[src/rtl/bus_reg_target.sv]
// bus_reg_target: byte-wide register file terminating the five-channel valid/ready bus
// Ports:
//   clk, rst                  clock, synchronous active-high reset
//   addr_read_bus_*           read address in (8-bit), ready out
//   data_read_bus_*           read data out (8-bit), one-cycle latency, 8'h00 if out of range
//   addr_write_bus_*          write address in, held until commit
//   data_write_bus_*          write data in, held until commit
//   resp_write_bus_*          write status out: 8'h00 OK, 8'h01 out of range
module bus_reg_target #(
  parameter int DEPTH = 16,
  parameter logic [7:0] RESET_VALUE = 8'h00
) (
  input  logic       clk,
  input  logic       rst,
  input  logic [7:0] addr_read_bus_data,
  input  logic       addr_read_bus_valid,
  output logic       addr_read_bus_ready,
  output logic [7:0] data_read_bus_data,
  output logic       data_read_bus_valid,
  input  logic       data_read_bus_ready,
  input  logic [7:0] addr_write_bus_data,
  input  logic       addr_write_bus_valid,
  output logic       addr_write_bus_ready,
  input  logic [7:0] data_write_bus_data,
  input  logic       data_write_bus_valid,
  output logic       data_write_bus_ready,
  output logic [7:0] resp_write_bus_data,
  output logic       resp_write_bus_valid,
  input  logic       resp_write_bus_ready
);
  localparam int AW = DEPTH > 1 ? $clog2(DEPTH) : 1;
  localparam logic [8:0] LIM = 9'(DEPTH);
  logic [7:0] r_mem [DEPTH];
  logic       r_aw_held, r_w_held, r_rd_valid, r_resp_valid;
  logic [7:0] r_aw_addr, r_w_data, r_rd_data, r_resp_data;
  logic       w_ar_fire, w_ar_in, w_aw_in, w_commit;
  assign addr_read_bus_ready  = !r_rd_valid || data_read_bus_ready;
  assign addr_write_bus_ready = !r_aw_held;
  assign data_write_bus_ready = !r_w_held;
  assign data_read_bus_valid  = r_rd_valid;
  assign data_read_bus_data   = r_rd_data;
  assign resp_write_bus_valid = r_resp_valid;
  assign resp_write_bus_data  = r_resp_data;
  assign w_ar_fire = addr_read_bus_valid && addr_read_bus_ready;
  assign w_ar_in   = {1'b0, addr_read_bus_data} < LIM;
  assign w_aw_in   = {1'b0, r_aw_addr} < LIM;
  // a pending response that is not being consumed stalls the commit
  assign w_commit  = r_aw_held && r_w_held && (!r_resp_valid || resp_write_bus_ready);
  always_ff @(posedge clk) begin
    if (rst) begin
      for (int i = 0; i < DEPTH; i++) r_mem[i] <= RESET_VALUE;
      r_aw_held    <= 1'b0;
      r_w_held     <= 1'b0;
      r_aw_addr    <= 8'h00;
      r_w_data     <= 8'h00;
      r_rd_valid   <= 1'b0;
      r_rd_data    <= 8'h00;
      r_resp_valid <= 1'b0;
      r_resp_data  <= 8'h00;
    end else begin
      // read samples the pre-commit contents, so a same-edge write returns the old value
      if (w_ar_fire) begin
        r_rd_valid <= 1'b1;
        r_rd_data  <= w_ar_in ? r_mem[addr_read_bus_data[AW-1:0]] : 8'h00;
      end else if (data_read_bus_ready) begin
        r_rd_valid <= 1'b0;
      end
      // commit needs both holds full, so it never coincides with a new accept
      if (w_commit) begin
        r_aw_held <= 1'b0;
      end else if (addr_write_bus_valid && !r_aw_held) begin
        r_aw_held <= 1'b1;
        r_aw_addr <= addr_write_bus_data;
      end
      if (w_commit) begin
        r_w_held <= 1'b0;
      end else if (data_write_bus_valid && !r_w_held) begin
        r_w_held <= 1'b1;
        r_w_data <= data_write_bus_data;
      end
      if (w_commit && w_aw_in) r_mem[r_aw_addr[AW-1:0]] <= r_w_data;
      if (w_commit) begin
        r_resp_valid <= 1'b1;
        r_resp_data  <= w_aw_in ? 8'h00 : 8'h01;
      end else if (resp_write_bus_ready) begin
        r_resp_valid <= 1'b0;
      end
    end
  end
endmodule

[config.mk]
export PLATFORM = sky130hd
export DESIGN_NAME = bus_reg_target
export DESIGN_NICKNAME = d
export VERILOG_FILES = /design/src/rtl/bus_reg_target.sv
export SDC_FILE = /design/constraint.sdc
export NUM_CORES = 1
export LEC_CHECK = 0
export CAP_MARGIN = 20
export CORE_ASPECT_RATIO = 1.1
export CORE_UTILIZATION = 55
export CTS_CLUSTER_DIAMETER = 150
export DETAILED_ROUTE_END_ITERATION = 10
export DONT_BUFFER_PORTS = 1
export PLACE_DENSITY_LB_ADDON = 0.1
export SYNTH_ARGS = -nofsm -noshare
export SYNTH_HDL_FRONTEND = slang
export SYNTH_SLANG_ARGS = --single-unit
[constraint.sdc]
create_clock -name clk -period 3.2 [get_ports clk]
set_input_delay 0.8 -clock clk [delete_from_list [all_inputs] [get_ports clk]]
set_output_delay 0.8 -clock clk [all_outputs]
set_load 0.03 [all_outputs]
* After elaboration in Yosys (flattened, before gate mapping) *
Memories as Yosys holds them, arrays and structs flattened.
Cells that the tools add are included.

storage, ports and cells
  register bits = 36
  memories = 1
  bits of input ports = 31
  word-level logic and storage cells = 44
  RAM bits = 128
  output and inout bits = 21

operators by class
  bitwise operators = 1
  order comparisons = 2
  multiplexer cells = 14
  reduce and logical (&&, ||, !) cells = 18

memory list
  name   depth  bits a word  read ports  clocked after Yosys merged registers in  write ports  RTL line  source
  r_mem  16     8            1           0                                        16           33        logic [7:0] r_mem [DEPTH];

operators by type and width
  cell                                                                   count
  8-bit by 5-bit < comparator with 1-bit output (second input constant)  2
  8-bit two-way mux                                                      2
  1-bit two-way mux                                                      11
  8-bit OR reduction                                                     1
  1-bit logical AND                                                      6
  1-bit zero test                                                        4
  4-bit two-way mux                                                      1
  2-bit AND reduction                                                    2
  2-bit nonzero test                                                     2
  1-bit logical OR                                                       2
  2-bit OR reduction                                                     1
  1-bit inverter                                                         1

* Longest topological paths before layout *
Gate-level depths: netlist (run 1).

  depth after elaboration = 9
  gate-level depth with buffers = 6
  gate-level depth less buffers = 4

* Worst setup path after synthesis (run 1) *
OpenSTA, ideal clock, no wires.

  path type = register to register
  start = reg r_aw_addr[7]
  end = mem r_mem[7][0] (enable)
  path slack = 0.696 ns
  clock period less this slack = 2.504 ns
  stages on the path, launching flop included = 7
  arrival time = 2.174 ns
  path through = dfxtp_1 -> or4_4 -> or4_4 -> buf_6 -> buf_12 -> nor3_4 -> or2_1

RTL lines
  item                    RTL line  source
  from (decl)             35        logic [7:0] r_aw_addr, r_w_data, r_rd_data, r_resp_data;
  from (signal assigned)  73        r_aw_addr <= addr_write_bus_data;
  to (decl)               33

==> results of run 1 <==
stage by stage:
stage                     hold WS (ns)  setup WS (ns)  util, %  instances  power (W)
after global routing            0.4316         0.2686    61.88        646   0.004776
after detailed placement        0.4910         0.4164    57.09        614   0.002632
final                           0.4469         0.3959    61.88        646   0.004650
after global placement          0.4784         0.5116    57.09        614   0.002626
after floorplan                 0.4614         0.6965        -        489   0.002573
after CTS                       0.4285         0.3999    61.88        646   0.004673
flip-flops by register name (all words and copies together), names as in the netlist:
name	count
data_read_bus_data	8
data_read_bus_valid	1
r_aw_addr	8
r_aw_held	1
r_mem	128
r_w_data	8
r_w_held	1
resp_write_bus_data	1
resp_write_bus_valid	1
cells in the mapped netlist, types with 6 or more instances:
cell      number
and2_1       128
edfxtp_1     128
mux2i_1       32
mux4_2        32
dfxtp_1       29
nor2_1        22
clkbuf_1      17
or2_1         17
nand2_1       11
nor3_4        10
o221ai_1       8
buf_4          7
nand2b_1       6
layer usage:
layer | GRT usage, % | up-vias
met5 | 0 | -
met4 | 9.833 | 0
met3 | 4.876 | 23
met2 | 41.61 | 137
met1 | 31.75 | 1893
li1 | - | 1731
cell families after synthesis:
group	count (synthesis)	synth area share (%)
other	1	0.05233
AND/OR/NAND/NOR	212	19.75
buffers and inverters	38	2.741
multiplexers	64	14.53
flip-flops	157	61.74
AO/OA/AOI/OAI	11	1.187
worst max path at each step:
stage / cells past startpoint / end
after floorplan: 6 / r_mem[7][0]
after global placement: 4 / r_mem[8][0]
after detailed placement: 4 / r_mem[0][2]
after CTS: 4 / r_mem[3][5]
after global routing: 4 / r_mem[3][5]
final: 4 / r_mem[3][5]
critical path: cells and delay by family (launching register included):
kind / cells / cell delay, ns
flip-flops: 1 / 0.31
AND/OR/NAND/NOR: 4 / 2.14
area by class of cell:
class                      instances  area share (%)
sequential                       157           56.55
multi-input combinational        294           32.82
clock buffer                      19           5.533
tap                              157           2.511
clock inverter                    13           2.207
timing repair buffer               2          0.1919
inverter                           4          0.1919
where the power goes:
part | switching (W) | internal, W
Sequential | 0.0000846 | 0.00228
Combinational | 0.000125 | 0.000101
Clock | 0.000769 | 0.00129
==> results.yml, run 1 <==
synth:
  ys_top_cells_by_area: "edfxtp_1, and2_1, mux4_2"
  yosys_warnings: 0
  synth-edff-count: 128
  yosys.area.top_type: "edfxtp_1"
  yosysTopAreaCellShare_pct: 53.64
  syn-mean-instance-area_sq_um: 14.84
  synth_cells: 483
  dominantRegCellSynth: "edfxtp_1"
  yosysSeqAreaShare_pct: 61.74
  async_flop_share_pct: 0
  netlist_area_sq_um: 7166
  synthDistinctLibCells: 28
  ys_ff_latch: 157
drt:
  met3_length_um: 906
  vias_per_cell: 5.858
  wl_per_cell_um: 24.10
  finalWirelength_mm: 15.57
  drt_iter0_drc: 246
  dr.max_layer_used: "met4"
  firstDrtPassIters: 5
  num_vias: 3784
  wl_met2_mm: 7.990
  ant_nets: 0
  post-route-drc-count: 0
  wl_met1_mm: 6.386
job:
  cap_violations: 0
clock_network:
  path_clk_slew_ns: 0.06
  cts_tree: "yes"
  cts_made_buffers: 17
  cts.sinks: 157
  clk_latency_ns: 0.42
  cts.htree.levels: 4
  cts_resized: 0
  cts_setup_buffers: 0
  hold_buffers: 0
  max-clock-path-buffers: 2
  cts_root_buf: "clkbuf_16"
floorplanning:
  fp.dieW_um: 110.8
  fp.coreArea_sq_um: 12640
  initial_core_util_pct: 56.67
  placementRows: 43
  die_y_um: 121.7
  dieArea_sq_um: 13490
  num_io_pins: 52
layout:
  layout-drive-gt1-share_pct: 16.56
  nets: 507
  area_growth_syn_to_layout_pct: 9.185
  final-seq-area_sq_um: 4424
  final_cell_mix: "and2_1, edfxtp_1, mux2i_1, mux4_2, dfxtp_1"
  multi_input_comb_area_sq_um: 2567
  num_antenna_cells: 0
  fillers: 903
  stdcell_area_sq_um: 7824
setup_path:
  regToRegStartpoint: "r_aw_addr[7]"
  critPathSlowestCell: "or4_4"
  start_kind: "flop"
  worstSetupEndpointType: "flop"
  r2r-end: "r_mem[3][5]"
  reg2regPathDepth: 4
  crit_fanout: 16
  crit_path_start: "r_aw_addr[7]"
  crit_path_frequent_cell: "or4_4"
  cp.arrival_ns: 2.89
  max_stage_delay_ns: 0.78
  worstPathCellList: "or4_4 > or4_4 > nor3_2 > or2_1"
  rrSetupSlack_ns: 0.40
  critPathRequiredTime_ns: 3.28
  worstSetupPathType: "reg -> reg"
power_and_ir_drop:
  max-vdd-ir-drop_mv: 0.5185
  powerDensity_nw_per_um2: 594.4
  p_leak_nw: 2.920
global_routing:
  grt_antenna_before_repair: 0
  gr-total-overflow: 0
  grtUsageTotal_pct: 24.67
  grt_max_degree: 41
  grt_pass1_vias: 3828
  grt_pass1_wl_mm: 23.16
outcome:
  outcome: "finished clean"
timing:
  fin_tns_setup_ns: 0
  tightest_slew_ns: 0.8734
  max_freq_mhz: 356.6
  rsz0062_at_grt: "false"
  clock_skew_ns: 0.009053
  finalCritPeriodShare_pct: 87.63
  period_needed_ns: 2.804
  max_slew_margin_pct: 41.66
  finalMaxSlewViolations: 0
  hold_viol: 0
  setup-violations-final: 0
place:
  gp_congestion: 0.8099
  portBuffers: 0
  dp_hpwl_mm: 10.71
  place_area_sq_um: 7218
worst_hold_path:
  whs_endpoint: "r_aw_addr[7]"
  min_path_type: "in -> reg"
  whs_path_depth: 1
  min_from: "rst"
Note: power is estimated with default switching activity, not from simulation.
==> inputs of run 2 (changes only) <==
Settings changed: HOLD_SLACK_MARGIN set to 0.02.
==> results of run 2 <==
The final DEF is identical to that of run 1; final timing and power are the same.
==> inputs of run 3 (changes only) <==
Settings changed: CORE_ASPECT_RATIO 1.1 to not set, GPL_TIMING_DRIVEN set to 1.
==> results.yml, run 3 (synthesis results as in run 1) <==
outcome:
  outcome: "finished clean"
timing:
  max_freq_mhz: 357.0
  finalCritPeriodShare_pct: 87.55
  finalMaxSlewViolations: 0
  hold_viol: 0
  fin_tns_setup_ns: 0
  clock_skew_ns: 0.008437
  setup_ws_ns: 0.3985
  max_slew_margin_pct: 42.73
  tightest_slew_ns: 0.8578
  rsz0062_at_grt: "false"
  setup-violations-final: 0
  period_needed_ns: 2.801
clock_network:
  clk_latency_ns: 0.43
  cts_made_buffers: 17
  cts_root_buf: "clkbuf_16"
  path_clk_slew_ns: 0.06
  cts_resized: 0
  cts.htree.levels: 4
  cts_setup_buffers: 0
  cts_tree: "yes"
  max-clock-path-buffers: 2
  hold_buffers: 0
  cts.sinks: 157
setup_path:
  worstPathCellList: "or4_4 > or4_4 > nor4_4 > or2_1"
  worstSetupEndpointType: "flop"
  cp_top_family: "simple AND/OR/NAND/NOR gates"
  cp.arrival_ns: 2.90
  crit_fanout: 16
  critPathSlowestCell: "or4_4"
  worstSetupPathType: "reg -> reg"
  critPathRequiredTime_ns: 3.29
  start_kind: "flop"
  worst-path-buf-inv: 0
  crit_path_frequent_cell: "or4_4"
  max_stage_delay_ns: 0.79
layout:
  largest_register_ffs: 128
  area_growth_syn_to_layout_pct: 9.394
  stdcell_area_sq_um: 7839
  final-seq-area_sq_um: 4424
  final_cell_mix: "and2_1, edfxtp_1, mux2i_1, mux4_2, dfxtp_1"
  fillers: 963
  layout-drive-gt1-share_pct: 16.80
  num_antenna_cells: 0
  final_cells: 660
  multi_input_comb_area_sq_um: 2567
  regMostFlops: "r_mem"
  nets: 506
floorplanning:
  initial_core_util_pct: 56.55
  die_y_um: 116.1
  dieArea_sq_um: 13490
  num_io_pins: 52
  placementRows: 41
  fp.dieW_um: 116.1
  fp.coreArea_sq_um: 12670
global_routing:
  grt_antenna_before_repair: 0
  grtUsageTotal_pct: 26.44
  grt_max_degree: 41
  gr-total-overflow: 0
  grt_pass1_vias: 3795
  grt_pass1_wl_mm: 23.85
place:
  gp_congestion: 0.8212
  dp_cells: 628
  place_area_sq_um: 7229
  dp_hpwl_mm: 10.74
  pre_cts_ws_ns: 0.3931
  portBuffers: 0
worst_hold_path:
  min_path_type: "in -> reg"
power_and_ir_drop:
  p_leak_nw: 2.927
  max-vdd-ir-drop_mv: 0.4038
  powerDensity_nw_per_um2: 591.8
drt:
  post-route-drc-count: 0
  vias_per_cell: 5.759
  ant_nets: 0
  num_vias: 3801
  drt_iter0_drc: 339
  firstDrtPassIters: 5
  wl_per_cell_um: 24.26
  finalWirelength_mm: 16.01
job:
  cap_violations: 0
==> run 3: cell count changes in the layout (fill, tap and decap cells not counted), moves of 2 or more <==
cell and change:
clkinv_1 -3, clkbuf_16 +2, clkinvlp_4 -2, clkinv_4 +2, bufinv_16 -2
==> run 3: metrics by stage <==
step,util [%],power [W],hold slack [ns]
2_1_floorplan,-,0.002573,0.4614
3_3_place_gp,57.06,0.002627,0.4792
3_5_place_dp,57.06,0.002632,0.4873
4_1_cts,61.86,0.004657,0.4230
5_1_grt,61.86,0.004755,0.4272
6_report,61.86,0.004639,0.4388
==> run 3: final cells by class <==
type / count / share of cell area (%)
Inverter: 4 / 0.1915
Multi-Input combinational cell: 294 / 32.75
Clock inverter: 9 / 1.389
Timing Repair Buffer: 1 / 0.09577
Sequential cell: 157 / 56.44
Clock buffer: 23 / 6.385
Tap cell: 172 / 2.745
==> run 3: report_power, final <==
part / switching (W) / total (W) / leakage (nW) / internal (W)
sequential: 0.0000884 / 0.00236 / 1.56 / 0.00228
combinational: 0.000123 / 0.000223 / 1.07 / 0.0000996
clock: 0.000789 / 0.00205 / 0.297 / 0.00126
total: 0.00100 / 0.00464 / 2.93 / 0.00364
==> run 3: path summary, 6_finish.rpt <==
check | to | slack, ns | startpoint | cells after the start
setup / recovery | r_mem[4][5] | 0.40 | r_aw_addr[7] | 4
hold / removal | data_read_bus_valid | 0.44 | rst | 1
setup reg to reg | r_mem[4][5] | 0.40 | r_aw_addr[7] | 4
hold reg to reg | r_aw_addr[7] | 0.50 | r_aw_addr[7] | 2
==> run 3: routing by layer <==
metal / part of all wire [%] / vias up / global-route usage [%]
li1: - / 1735 / -
met1: 43 / 1888 / 35.92
met2: 49 / 162 / 42.30
met3: 7.2 / 16 / 6.694
met4: 1.2 / 0 / 8.376
met5: 0 / - / 0
